**src/rtl/serial_add_seq_pkg.sv**
```systemverilog
// Shared state encodings and op codes for the bit-serial add/subtract sequencer.
package serial_add_seq_pkg;

   typedef enum logic [1:0] {
      ST_IDLE = 2'd0,
      ST_RUN  = 2'd1,
      ST_DONE = 2'd2
   } state_t;

   localparam logic OP_ADD = 1'b0;
   localparam logic OP_SUB = 1'b1;

endpackage

```
**src/rtl/full_adder.sv**
```systemverilog
// Single-bit full adder cell shared by the serial datapath.
module full_adder (
   input  logic a,
   input  logic b,
   input  logic cin,
   output logic s,
   output logic cout
);

   assign s    = a ^ b ^ cin;
   assign cout = (a & b) | (cin & (a ^ b));

endmodule

```
**src/rtl/serial_add_seq.sv**
```systemverilog
// Bit-serial add/subtract sequencer: one full_adder reused for WIDTH cycles, LSB first.
// Define SERIAL_SUB_EN to enable subtraction (op = 1 computes a + ~b + 1).
module serial_add_seq
   import serial_add_seq_pkg::*;
#(
   parameter int unsigned WIDTH = 8,
   parameter int unsigned CNT_W = 5
) (
   input  logic             clk,
   input  logic             rst,
   input  logic             start,
   input  logic             op,
   input  logic [WIDTH-1:0] a,
   input  logic [WIDTH-1:0] b,
   input  logic             cin,
   input  logic             ack,
   output logic             busy,
   output logic             done,
   output logic [WIDTH-1:0] result,
   output logic             cout,
   output logic             ovf,
   output logic             zero
);

   state_t             state;
   logic [WIDTH-1:0]   op_a;
   logic [WIDTH-1:0]   op_b;
   logic               carry;
   logic [CNT_W-1:0]   cnt;
   logic               fa_b;
   logic               fa_s;
   logic               fa_cout;
   logic [WIDTH-1:0]   res_next;
   logic               last_bit;

`ifdef SERIAL_SUB_EN
   logic sub_q;
   assign fa_b = op_b[0] ^ sub_q;
`else
   logic unused_op;
   assign unused_op = op;
   assign fa_b      = op_b[0];
`endif

   full_adder u_fa (
      .a    (op_a[0]),
      .b    (fa_b),
      .cin  (carry),
      .s    (fa_s),
      .cout (fa_cout)
   );

   assign res_next = {fa_s, result[WIDTH-1:1]};
   assign last_bit = (cnt == CNT_W'(WIDTH - 1));

   // Sequencer: owns operands, carry, counter, result and flags.
   always_ff @(posedge clk) begin
      if (rst) begin
         state  <= ST_IDLE;
         op_a   <= '0;
         op_b   <= '0;
         carry  <= 1'b0;
         cnt    <= '0;
         busy   <= 1'b0;
         done   <= 1'b0;
         result <= '0;
         cout   <= 1'b0;
         ovf    <= 1'b0;
         zero   <= 1'b0;
`ifdef SERIAL_SUB_EN
         sub_q  <= 1'b0;
`endif
      end else begin
         case (state)
            ST_IDLE: begin
               if (start) begin
                  op_a  <= a;
                  op_b  <= b;
                  cnt   <= '0;
                  busy  <= 1'b1;
                  state <= ST_RUN;
`ifdef SERIAL_SUB_EN
                  sub_q <= (op == OP_SUB);
                  carry <= (op == OP_SUB) ? 1'b1 : cin;
`else
                  carry <= cin;
`endif
               end
            end
            ST_RUN: begin
               op_a   <= op_a >> 1;
               op_b   <= op_b >> 1;
               result <= res_next;
               carry  <= fa_cout;
               if (last_bit) begin
                  // Carry into the MSB is the registered carry feeding this final bit.
                  cout  <= fa_cout;
                  ovf   <= carry ^ fa_cout;
                  zero  <= (res_next == '0);
                  busy  <= 1'b0;
                  done  <= 1'b1;
                  state <= ST_DONE;
               end else begin
                  cnt <= cnt + CNT_W'(1);
               end
            end
            ST_DONE: begin
               if (ack) begin
                  done  <= 1'b0;
                  state <= ST_IDLE;
               end
            end
            default: state <= ST_IDLE;
         endcase
      end
   end

endmodule

```
**config.mk**
```make
export PLATFORM = sky130hd
export DESIGN_NAME = serial_add_seq
export DESIGN_NICKNAME = d
export VERILOG_FILES = /design/src/rtl/serial_add_seq_pkg.sv /design/src/rtl/full_adder.sv /design/src/rtl/serial_add_seq.sv
export SDC_FILE = /design/constraint.sdc
export NUM_CORES = 1
export LEC_CHECK = 0
export CORE_MARGIN = 4
export CORE_UTILIZATION = 50
export CTS_CLUSTER_DIAMETER = 120
export CTS_CLUSTER_SIZE = 16
export DETAILED_ROUTE_END_ITERATION = 10
export PLACE_DENSITY = 0.78
export RECOVER_POWER = 50
export SKIP_LAST_GASP = 1
export SYNTH_ARGS = -nofsm -noshare
export SYNTH_HDL_FRONTEND = slang
export SYNTH_SLANG_ARGS = --single-unit
```
**constraint.sdc**
```tcl
create_clock -name clk -period 2 [get_ports clk]
set_input_delay 0.6 -clock clk [delete_from_list [all_inputs] [get_ports clk]]
set_output_delay 0.6 -clock clk [all_outputs]
set_load 0.03 [all_outputs]
```
==> impl_metrics.csv, run 1 <==
group,metric,value,unit
power,p_per_area,753,nW/µm²
die,ios,35,
yosys,yosysWarnings,0,
timing,hold_violations,0,
power,leakagePower,0.844,nW
yosys,syn-cell-area,1700,µm²
cts,insertion_delay,340,ps
timing,maxSlewViolCount,0,
die,fp.coreArea,3150,µm²
final_layout,nFillCells,303,
critical_path,startpoint_type,"flip-flop",
critical_path,cp-end-kind,"output port",
status,outcome,"complete, no violations",
critical_path,crit_fanout,2,
yosys,synth_ff_type,"dfxtp_1",
critical_path,r2r_end,"cnt[4]",
detailed_routing,vias,1500,
final_layout,nNetsFinal,247,
detailed_routing,dr.pass1.iters,7,
critical_path,r2r_start,"state[0]",
placed_design,dp_slack,72.8,ps
timing,max_freq,515,MHz
critical_path,rr_worst_depth,4,
cts,cts_buffers,5,
final_layout,syn_to_final_growth,22.6,%
placed_design,io_buffers,33,
timing,setup_tns,0,ps
worst_hold_path,hp-class,"reg -> reg",
yosys,ys_types,39,
power,vdd_drop_max,0.000406,V
detailed_routing,postRouteAntennaNets,0,
final_layout,final_common_cell,"nand2_1",
timing,fin_worst_skew,10.9,ps
yosys,synth_area_leaders,"dfxtp_1, nand2_1, a311oi_1",
detailed_routing,wl_per_cell,13.6,µm
cts,path_clk_slew,100,ps
global_routing,grt_overflow,0,
cts,clock-sinks,37,
detailed_routing,drc,0,
critical_path,crit_end,"busy",
timing,fin_ws,60.0,ps
yosys,ys_seq_area_share,43.6,%
placed_design,globalplace.congestion,0.840,
timing,post-route-period-util,97.0,%
power,power,1.57,mW
placed_design,dp_hpwl,2520,µm
final_layout,diodes,0,
cts,clockBufferDepth,2,
global_routing,grt_use_total,17.6,%
detailed_routing,drt_iter0_drc,108,
critical_path,worstSetupPathDepth,1,
yosys,avgSynthCellArea,8.71,µm²
timing,tightest_slew,527,ps
critical_path,crit_arrival,1340,ps
yosys,synth_edf_count,0,
critical_path,crit_required,1400,ps
yosys,synth_fp_nets,219,
cts,root_buffer,"clkbuf_4",
yosys,ys_seq_elements,37,
critical_path,crit_type,"reg -> out",
global_routing,antenna_found_initial,0,
final_layout,layout_common_cells,"nand2_1, dfxtp_1, clkdlybuf4s50_1",
flow_run,maxCapViolations,0,
yosys,synth_cells,195,
cts,cts_hold_buf,0,
critical_path,crit_start,"busy",
timing,slew_headroom,64.9,%
cts,cts_tree,"yes",
timing,rsz0062_at_grt,"no",
global_routing,grt_max_degree,38,
timing,period_needed,1940,ps
die,die-width,66.3,µm
cts,h-tree-depth,2,
critical_path,reg2reg_slack,320,ps
die,fp.dieH,66.3,µm
die,die_area,4400,µm²
die,initial_core_util,53.9,%
detailed_routing,routed_wl,3640,µm
critical_path,cp_top_family,"buffers and inverters",
die,placementRows,20,
yosys,synth-async-reset-ratio,0,%
global_routing,grt_pass1_vias,1363,
yosys,netlist.area_leader.share,43.6,%
final_layout,stdcell_count,268,
detailed_routing,vias_per_cell,5.60,
final_layout,fin_area,2080,µm²
critical_path,cp_slowest_stage_delay,670,ps
timing,setup_violations,0,
critical_path,crit_slowest_cell,"clkdlybuf4s50_1",
global_routing,grt_pass1_wl,6010,µm
placed_design,dp_cells,260,
critical_path,path_buf_inv,1,
placed_design,placed_area,2000,µm²
critical_path,crit_chain,"clkdlybuf4s50_1",
yosys,synth_area_leader_cell,"dfxtp_1",
final_layout,drive_above_1_share,6.25,%
-- through the flow --
step,utilization [%],hold WS [ps]
floorplan,-,453
global placement,63.5,443
detailed placement,63.5,455
CTS,66.0,471
global route,66.1,507
finish,66.1,470
-- report_power, final --
group	total [mW]	switching, mW	leakage, nW	internal [mW]
clock	0.539	0.240	0.0455	0.299
sequential	0.807	0.0301	0.303	0.777
combinational	0.224	0.118	0.496	0.106
-- what timing repair did --
item / CTS / global route
resized for setup: 7 / 4
buffers inserted: 0 / 0
setup endpoints to repair: 7 / 4
pin swaps: 0 / 0
-- registers in the layout, indices dropped and copies added (netlist names) --
name	flops
op_a	8
cout	1
state	2
busy	1
zero	1
ovf	1
done	1
carry	1
op_b	8
result	8
cnt	5
-- layer usage --
metal / track usage (%) / routed length [µm]
met1: 21.8 / 1660
met2: 29.4 / 1800
met4: 4.57 / 4
met3: 5.61 / 175
met5: 0 / 0
-- how the worst min path moves through the flow --
stage               cells past startpoint  slack (ps)  startpoint      end
finish                                  2         470        done     done
global route                            2         510        done     done
CTS                                     2         470        done     done
detailed placement                      2         460        done     done
global placement                        2         440        done     done
floorplan                               2         450     op_a[5]  op_a[4]
-- cells by family (layout without fill, tap and decap cells) --
| kind of cell | Yosys count | count (layout) | synth area share, % |
|---|---|---|---|
| AND/OR/NAND/NOR | 89 | 89 | 25.7 |
| XOR/XNOR | 1 | 1 | 0.516 |
| AO/OA/AOI/OAI | 49 | 49 | 19.8 |
| buffers and inverters | 17 | 46 | 8.47 |
| adder cells (fa/ha/maj) | 2 | 2 | 1.91 |
| flip-flops | 37 | 37 | 43.6 |
-- layout make-up --
cell class	count	area, µm²	share of cell area [%]
Clock inverter	1	30.0	1.44
Timing Repair Buffer	38	390	18.7
Multi-Input combinational cell	141	812	39.0
Tap cell	44	55.1	2.64
Clock buffer	7	55.1	2.64
Sequential cell	37	741	35.6
-- synth_stat cells (2+ instances only) --
library cell	number
a311oi_1	16
o211ai_1	4
clkbuf_1	2
a21oi_1	18
buf_2	3
nand3_1	2
nand3b_1	5
buf_4	5
nor4_1	2
nand4_1	2
nor2_1	18
dfxtp_1	37
clkbuf_8	2
a22oi_1	2
o21ai_0	2
nand2_1	48
buf_6	5
-- tightest hold or removal path, cell delays in order, from the launching register on --
cell	delay [ps]
dfxtp_1	320
nand2_1	50
a21oi_1	60
(Power assumes the default switching activity.)
==> run 2, diff against run 1 <==
--- a/config.mk
+++ b/config.mk
@@ -10,6 +10,7 @@
 export CTS_CLUSTER_DIAMETER = 120
 export CTS_CLUSTER_SIZE = 16
 export DETAILED_ROUTE_END_ITERATION = 10
+export GPL_ROUTABILITY_DRIVEN = 0
 export PLACE_DENSITY = 0.78
 export RECOVER_POWER = 50
 export SKIP_LAST_GASP = 1
==> results of run 2 <==
Same layout as run 1: the final DEF is identical, and so are final timing and power.
